<file path="config.mk">
export PLATFORM = sky130hd
export DESIGN_NAME = keccak_padder_param
export DESIGN_NICKNAME = d
export VERILOG_FILES = /design/src/rtl/keccak_pkg.sv /design/src/rtl/keccak_pad_word.sv /design/src/rtl/keccak_padder_param.sv
export SDC_FILE = /design/constraint.sdc
export NUM_CORES = 1
export LEC_CHECK = 0
export ABC_AREA = 0
export BUFFER_PORTS_ARGS = -buffer_cell sky130_fd_sc_hd__buf_2
export CORE_AREA = 4 4 237 239
export CTS_CLUSTER_DIAMETER = 150
export DETAILED_ROUTE_END_ITERATION = 10
export DIE_AREA = 0 0 241 243
export PLACE_DENSITY = 0.77
export SLEW_MARGIN = 15
export SYNTH_ARGS = -nofsm -noshare
export SYNTH_HDL_FRONTEND = slang
export SYNTH_HIERARCHICAL = 1
export SYNTH_SLANG_ARGS = --single-unit
</file>
<file path="constraint.sdc">
create_clock -name clk -period 4.2 [get_ports clk]
set_input_delay 0.63 -clock clk [delete_from_list [all_inputs] [get_ports clk]]
set_output_delay 0.63 -clock clk [all_outputs]
set_load 0.05 [all_outputs]
</file>
<file path="src/rtl/keccak_pkg.sv">
// rtl/keccak_pkg.sv - shared types and constants for the Keccak message padder
// Purpose: padding-mode and FSM state enums, suffix-byte constants, suffix lookup.
// Ports: none (package).
package keccak_pkg;

  typedef enum logic [1:0] {
    PAD_KECCAK = 2'd0,
    PAD_SHA3   = 2'd1,
    PAD_SHAKE  = 2'd2
  } pad_mode_e;

  localparam logic [7:0] SUFFIX_KECCAK = 8'h01;
  localparam logic [7:0] SUFFIX_SHA3   = 8'h06;
  localparam logic [7:0] SUFFIX_SHAKE  = 8'h1F;

  // Closing bit of the pad10*1 rule, lands in the last byte of the block.
  localparam logic [7:0] PAD_FINAL_BIT = 8'h80;

  typedef enum logic [1:0] {
    ST_FILL = 2'd0,
    ST_PAD  = 2'd1,
    ST_FULL = 2'd2,
    ST_DONE = 2'd3
  } state_e;

  function automatic logic [7:0] suffix_of(input pad_mode_e mode);
    case (mode)
      PAD_SHA3:  return SUFFIX_SHA3;
      PAD_SHAKE: return SUFFIX_SHAKE;
      default:   return SUFFIX_KECCAK;
    endcase
  endfunction

endpackage

</file>
<file path="src/rtl/keccak_pad_word.sv">
// rtl/keccak_pad_word.sv - builds the padded final message word
// Purpose: keeps the first byte_num bytes (MSB first), inserts the suffix byte
//          after them, zeroes the rest, and ORs 0x80 into the LSB byte when the
//          word occupies the last slot of the block.
// Ports: in (raw word), byte_num (valid bytes), is_final_slot, mode -> out.
module keccak_pad_word
  import keccak_pkg::*;
#(
  parameter int IN_W = 32,
  parameter int BN_W = $clog2(IN_W / 8)
) (
  input  logic [IN_W-1:0] in,
  input  logic [BN_W-1:0] byte_num,
  input  logic            is_final_slot,
  input  pad_mode_e       mode,
  output logic [IN_W-1:0] out
);

  localparam int NB = IN_W / 8;

  always_comb begin
    out = '0;
    // Byte 0 sits in the MSBs, so byte b occupies bits [IN_W-1-8b -: 8].
    for (int b = 0; b < NB; b++) begin
      if (b < int'(byte_num)) begin
        out[IN_W-1-8*b -: 8] = in[IN_W-1-8*b -: 8];
      end else if (b == int'(byte_num)) begin
        out[IN_W-1-8*b -: 8] = suffix_of(mode);
      end
    end
    // Suffix and final bit may share the LSB byte (e.g. 0x81 for Keccak).
    if (is_final_slot) begin
      out[7:0] = out[7:0] | PAD_FINAL_BIT;
    end
  end

endmodule

</file>
<file path="src/rtl/keccak_padder_param.sv">
// rtl/keccak_padder_param.sv - parametrised Keccak/SHA-3/SHAKE message padder
// Purpose: packs IN_W-bit big-endian words into a RATE-bit block, applies the
//          domain suffix and final 0x80 bit, and hands the block to the
//          permutation over an out_ready/f_ack handshake.
// Ports: clk, reset_n (async, active low), clear (sync restart),
//        in/in_ready/is_last/byte_num (message word input),
//        buffer_full (input back-pressure),
//        out/out_ready/last_block (block output), f_ack (block consumed).
module keccak_padder_param
  import keccak_pkg::*;
#(
  parameter int IN_W     = 32,
  parameter int RATE     = 576,
  parameter int PAD_MODE = 0,
  localparam int BN_W    = $clog2(IN_W / 8)
) (
  input  logic            clk,
  input  logic            reset_n,
  input  logic            clear,
  input  logic [IN_W-1:0] in,
  input  logic            in_ready,
  input  logic            is_last,
  input  logic [BN_W-1:0] byte_num,
  output logic            buffer_full,
  output logic [RATE-1:0] out,
  output logic            out_ready,
  input  logic            f_ack,
  output logic            last_block
);

  localparam int WORDS = RATE / IN_W;
  localparam int CNT_W = $clog2(WORDS + 1);
  localparam logic [CNT_W-1:0] LAST_SLOT = CNT_W'(WORDS - 1);
  localparam pad_mode_e MODE = pad_mode_e'(2'(PAD_MODE));

  state_e            state_q, state_d;
  logic [RATE-1:0]   buf_q, buf_d;
  logic [CNT_W-1:0]  cnt_q, cnt_d;
  logic              padded_q, padded_d;

  logic              is_final_slot;
  logic [IN_W-1:0]   pad_word;
  logic [IN_W-1:0]   fill_word;

  // The next word written lands in the last slot of the block.
  assign is_final_slot = (cnt_q == LAST_SLOT);

  // Zero filler during PAD; the filler that closes the block carries 0x80.
  assign fill_word = is_final_slot ? {{(IN_W-8){1'b0}}, PAD_FINAL_BIT} : '0;

  keccak_pad_word #(
    .IN_W (IN_W),
    .BN_W (BN_W)
  ) u_pad_word (
    .in            (in),
    .byte_num      (byte_num),
    .is_final_slot (is_final_slot),
    .mode          (MODE),
    .out           (pad_word)
  );

  // State register
  always_ff @(posedge clk or negedge reset_n) begin
    if (!reset_n) begin
      state_q  <= ST_FILL;
      buf_q    <= '0;
      cnt_q    <= '0;
      padded_q <= 1'b0;
    end else begin
      state_q  <= state_d;
      buf_q    <= buf_d;
      cnt_q    <= cnt_d;
      padded_q <= padded_d;
    end
  end

  // Next-state logic. Words shift in at the bottom, so after WORDS writes the
  // first word of the block sits in the MSBs of the buffer.
  always_comb begin
    state_d  = state_q;
    buf_d    = buf_q;
    cnt_d    = cnt_q;
    padded_d = padded_q;
    if (clear) begin
      state_d  = ST_FILL;
      buf_d    = '0;
      cnt_d    = '0;
      padded_d = 1'b0;
    end else begin
      case (state_q)
        ST_FILL: begin
          if (in_ready) begin
            cnt_d = cnt_q + 1'b1;
            if (is_last) begin
              buf_d    = {buf_q[RATE-IN_W-1:0], pad_word};
              padded_d = 1'b1;
              state_d  = is_final_slot ? ST_FULL : ST_PAD;
            end else begin
              buf_d = {buf_q[RATE-IN_W-1:0], in};
              if (is_final_slot) begin
                state_d = ST_FULL;
              end
            end
          end
        end
        ST_PAD: begin
          buf_d = {buf_q[RATE-IN_W-1:0], fill_word};
          cnt_d = cnt_q + 1'b1;
          if (is_final_slot) begin
            state_d = ST_FULL;
          end
        end
        ST_FULL: begin
          if (f_ack) begin
            buf_d    = '0;
            cnt_d    = '0;
            padded_d = 1'b0;
            state_d  = padded_q ? ST_DONE : ST_FILL;
          end
        end
        default: begin
          // DONE: hold until clear or reset
        end
      endcase
    end
  end

  // Output logic
  always_comb begin
    buffer_full = 1'b1;
    out_ready   = 1'b0;
    last_block  = 1'b0;
    case (state_q)
      ST_FILL: buffer_full = 1'b0;
      ST_FULL: begin
        out_ready  = 1'b1;
        last_block = padded_q;
      end
      default: begin
      end
    endcase
  end

  assign out = buf_q;

endmodule

</file>
# ---- Word-level counts from Yosys, hierarchy flattened
# Index checks and enable logic that the tools add are counted.
dict set report totals {
  reg_bits 584
  input_bits 40
  out_inout_bits 579
  wordCells 57
}
dict set report op_classes {
  n_addsub 1
  magnitude_cmp 3
  eq_ne 9
  n_mux 34
  n_reduce_logical 6
}
# op n
set op_table {}
lappend op_table {{576-bit 2-to-1 mux} 3}
lappend op_table {{576-bit one-hot mux with 3 select lines} 1}
lappend op_table {{8-bit 2-to-1 mux} 5}
lappend op_table {{32-bit 2-to-1 mux} 1}
lappend op_table {{5-bit 2-to-1 mux} 3}
lappend op_table {{5-bit one-hot mux with 3 select lines} 1}
lappend op_table {{2-bit 2-to-1 mux} 7}
lappend op_table {{1-bit 2-to-1 mux} 11}
lappend op_table {{3-bit inequality test, second input constant} 3}
lappend op_table {{2-bit one-hot mux with 3 select lines} 1}
lappend op_table {{5-bit by 1-bit adder with 5-bit output, second input constant} 1}
lappend op_table {{5-bit == test, second input constant} 1}
lappend op_table {{2-bit == test, first input constant} 2}
lappend op_table {{2-bit logical NOT} 2}
lappend op_table {{1-bit by 2-bit < comparator with 1-bit output, first input constant} 2}
lappend op_table {{4-bit AND reduction} 1}
lappend op_table {{4-bit nonzero test} 1}
lappend op_table {{3-bit AND reduction} 1}
lappend op_table {{3-bit nonzero test} 1}
lappend op_table {{1-bit by 2-bit == test with 1-bit output, first input constant} 1}
lappend op_table {{2-bit by 1-bit == test with 1-bit output, second input constant} 1}
lappend op_table {{2-bit == test, second input constant} 1}
lappend op_table {{2-bit < comparator, first input constant} 1}
lappend op_table {{1-bit one-hot mux with 2 select lines} 1}

# ---- Depth between registers and ports, before layout
dict set report logic_depth {
  word_depth 7
  depth_mapped 9
  mapped_depth_nobuf 7
}

# ---- Hierarchy
# The synthesis kept the hierarchy.
# module n_inst cells_per_inst area_per_inst_um2 seq_area_each_um2
set by_module_without_submodules {}
lappend by_module_without_submodules {keccak_padder_param 1 2282 27767.9 14614.0}
lappend by_module_without_submodules {keccak_pad_word 1 60 380.4 0.0}

# ---- Worst setup path before layout
# No wires, ideal clock.
dict set report synth_path {
  kind {reg2reg}
  start {register state_q[0]}
  end {register buf_q[523], in the netlist out[523]}
  setup_ns 0.125
  arrival_ns 2.260
  t_required_ns 4.075
  path_slack_ns 1.815
  path_stages_with_launch 9
  n_path_buf 3
  synth_period_minus_slack_ns 2.385
  cell_sequence {dfrtp_1 inv_1 ha_1 nor3_4 o31ai_2 buf_6 buf_12 buf_6 mux2_4}
}
dict set report synth_between {
  elab_chain_cells 3
  word_cells_on_any_way 9
  cone_classes {eq/ne: 4; mux: 2; reduce/logical: 3}
}
# item line
set synth_lines {}
lappend synth_lines {{start: declaration} keccak_padder_param.sv:36} ;# state_e state_q, state_d;
lappend synth_lines {{start signal: assignment} keccak_padder_param.sv:70} ;# state_q <= state_d;
lappend synth_lines {{2-bit == test (tied with other cells)} keccak_padder_param.sv:90} ;# case (state_q)
lappend synth_lines {{3-bit inequality test (no line) (tied with other cells)} n/a}
lappend synth_lines {{3-bit AND reduction (no line) or 576-bit 2-to-1 mux (tied branches)} n/a}
lappend synth_lines {{end signal: assignment} keccak_padder_param.sv:71} ;# buf_q <= buf_d;
lappend synth_lines {{end: declaration} keccak_padder_param.sv:37} ;# logic [RATE-1:0] buf_q, buf_d;
# Several ways; a longest one is shown, not always the timed one.
# A chain may end at the register's enable or synchronous reset.

# ---- Final worst setup path
dict set report layout_path {
  start {register state_q[0]}
  end {register buf_q[16], in the netlist out[16]}
}
# Same word-level chain as after synthesis.

==> impl_metrics.py <==
metrics = {
    "run_status": {
        "status": "finished, final reports clean",
    },
    "final_layout": {
        "fill_cells": 4250,
        "nets": 2911,
        "final_cells": 3603,
        "area_delta_synth_final_pct": 18.4,
        "drive_gt1_share_pct": 37.3,
        "multiInputGateArea_mm2": 0.0112,
        "regArea_mm2": 0.0146,
        "n_antenna_cell": 0,
    },
    "setup_path": {
        "startpoint": "state_q[0]$_DFFE_PN0P_",
        "timing.rr.start": "state_q[0]$_DFFE_PN0P_",
        "slowest_delay_ps": 670,
        "required_ps": 4690,
        "start_kind": "flip-flop",
        "cp_max_fo": 43,
        "arrival_ps": 3370,
        "critical-path-top-delay-family": "buffers and inverters",
        "worstPathCellList": "inv_1 > ha_1 > nor2b_1 > o31ai_4 > buf_12 > buf_4 > mux2_4",
        "cp_slowest_cell": "buf_4",
        "timing.critical_path.buf_inv": 3,
        "crit_type": "flip-flop to flip-flop",
        "crit_path_end_kind": "flip-flop",
    },
    "sta": {
        "max-slew-margin-rel_pct": 26.6,
        "finalCritPeriodShare_pct": 68.7,
        "finalHoldViolCount": 0,
        "setup_tns_ps": 0,
        "slew_violations": 0,
        "timing.final.ws_setup_ps": 1310,
        "worst_pin_slew_ps": 1100,
        "rsz0062_at_grt": "false",
        "period_needed_ps": 2890,
        "setup_viol": 0,
        "fmax_mhz": 346,
        "skew_ps": 22.1,
    },
    "place": {
        "io_buffers": 618,
        "place_ws_ps": 1380,
        "gp_congestion": 0.944,
        "dp.cells": 3497,
        "dpl.hpwl_mm": 61.5,
    },
    "drt": {
        "viasPerCell": 5.71,
        "drc": 0,
        "drt_first_pass_iters": 5,
        "avgRoutedWirePerCell_um": 24.3,
        "vias": 20600,
        "drtIter0Drc": 1588,
        "totalWireLength_mm": 87.7,
        "postRouteAntennaNets": 0,
    },
    "clocking": {
        "cts_tree": "yes",
        "cts-buffers-inserted": 61,
        "post_cts_buffers": 0,
        "clk_latency_ps": 620,
        "cts-resized-gates": 0,
        "cts.sinks": 584,
        "cts-root-buf": "clkbuf_16",
        "path_clk_slew_ps": 60,
        "h-tree-depth": 2,
        "cts-hold-fix-buffers": 0,
        "cts_buffer_depth": 3,
    },
    "die": {
        "die_h_um": 243,
        "die_area_mm2": 0.0586,
        "rows": 85,
        "die_w_um": 241,
        "io_pins": 619,
        "initial_utilization_pct": 52.3,
        "core_area_mm2": 0.0538,
    },
    "grt": {
        "grt_max_degree": 178,
        "antenna_found_initial": 1,
        "grt_usage_pct": 29.1,
        "grt_pass1_wl_mm": 133,
        "grt_pass1_vias": 21200,
        "grt-ovfl-total": 0,
    },
    "synth": {
        "synth_area_per_cell_um2": 12.0,
        "yosysSeqAreaShare_pct": 51.9,
        "synth_cells": 2342,
        "yosysUniqueCellTypes": 48,
        "yosys_register_bits": 584,
        "yosys_warnings": 6,
        "syn_area_mm2": 0.0281,
    },
    "power": {
        "leakage_nw": 18.6,
        "ir_worst_vdd_mv": 0.305,
        "p_total_mw": 13.2,
        "p_per_area_mw_per_mm2": 395,
    },
    "run": {
        "drv_cap": 0,
    },
    "hold_path": {
        "min_path_type": "input pin to async pin",
    },
}
-- area by class of cell --
class / count / share of cell area (%)
sequential: 584 / 43.9
multi-input combinational: 1289 / 33.5
clock inverter: 16 / 0.466
clock buffer: 90 / 5.45
timing repair buffer: 661 / 11.1
inverter: 267 / 3.03
tap: 696 / 2.61
-- per-stage QoR --
| stage | hold slack (ps) | utilization [%] | cell area, um2 |
|---|---|---|---|
| after floorplan | 334 | - | 28200 |
| after global placement | 478 | 58.3 | 31400 |
| after detailed placement | 488 | 58.3 | 31400 |
| after CTS | 132 | 61.9 | 33300 |
| after global routing | 147 | 61.9 | 33300 |
| final | 104 | 61.9 | 33300 |
-- sequential cells by signal (all words and copies together), names as in the netlist --
signal,cells
state_q,2
padded_q,1
cnt_q,5
out,576
-- layout by cell type, fill, tap and decap left out, types with 2 or more instances in the layout --
cell type and n:
inv_1 266, nand2_1 12, clkbuf_1 12, nand3_1 260
mux2_2 37, buf_12 20, a21boi_0 6, mux2_4 285
conb_1 6, and3_1 37, buf_4 23, nor2_1 35
clkinv_2 9, ha_1 7, buf_8 2, clkbuf_8 16
nor3_1 257, o21ai_0 11, bufinv_16 2, nor2b_1 3
a2111oi_0 2, clkbuf_16 62, a21oi_1 2, or2_2 3
nand2b_1 4, mux2i_1 288, and2_1 7, dfrtp_1 584
o32ai_1 3, buf_2 616, a22o_1 2, o2111ai_1 2
clkinv_4 2
-- Yosys cell counts, drive strengths merged --
master   count  share of area (%)
or2b         1              0.027
mux2i      288                 10
mux2       322                 17
a21boi       6               0.16
a221oi       1              0.031
and2         7               0.16
a22o         2              0.062
and3        37               0.82
o41ai        1              0.031
dfrtp      584                 52
a311oi       1              0.031
o22ai        1              0.022
or3          1              0.022
nor4bb       1              0.036
o2bb2ai      1              0.031
nor2        35               0.47
o2111ai      2              0.062
inv        267                3.6
or4          1              0.027
and2b        1              0.027
nor3       258                4.6
or2          4              0.089
buf         82                3.3
nand2       12               0.16
ha           7               0.31
a32o         1              0.036
nand3      260                4.6
nand2b       5               0.11
a2111oi      2              0.062
a211o        1              0.031
a31oi        1              0.022
nor4         1              0.022
o31ai        2              0.071
o21ai       11               0.20
conb         2              0.027
a21oi        2              0.036
o32ai        3              0.093
clkbuf     124                1.7
nor2b        4              0.089
-- logic make-up after synthesis --
kind of cell | after synthesis | share of synthesized area (%)
other | 2 | 0.0267
adders and majority gates | 7 | 0.311
AOI/OAI and AO/OA | 38 | 0.978
and+or+nand+nor | 628 | 11.3
muxes | 610 | 26.9
buffers and inverters | 473 | 8.54
DFF | 584 | 51.9
-- final timing paths --
path,to,slack (ps),depth (start not counted)
min reg2reg,out[559]$_DFFE_PN0P_,500,1
max reg2reg,out[16]$_DFFE_PN0P_,1310,7
max,out[16]$_DFFE_PN0P_,1310,7
max in group asynchronous,out[9]$_DFFE_PN0P_,3030,2
min in group clk,padded_q$_DFFE_PN0P_,410,4
min,out[393]$_DFFE_PN0P_,100,1
-- layer usage --
metal	vias up	share of wire, %	track usage [%]
met1	10500	39	37.1
met5	-	0.021	0
met2	896	47	46.2
li1	9003	-	-
met4	2	5.3	12.7
met3	210	8.9	8.64
-- power by group --
part           switching [mW]  internal [mW]
Sequential              0.105           5.73
Combinational            1.40          0.590
Clock                    2.26           3.09
Total                    3.76           9.41
Power figures use the tool's default switching activity.
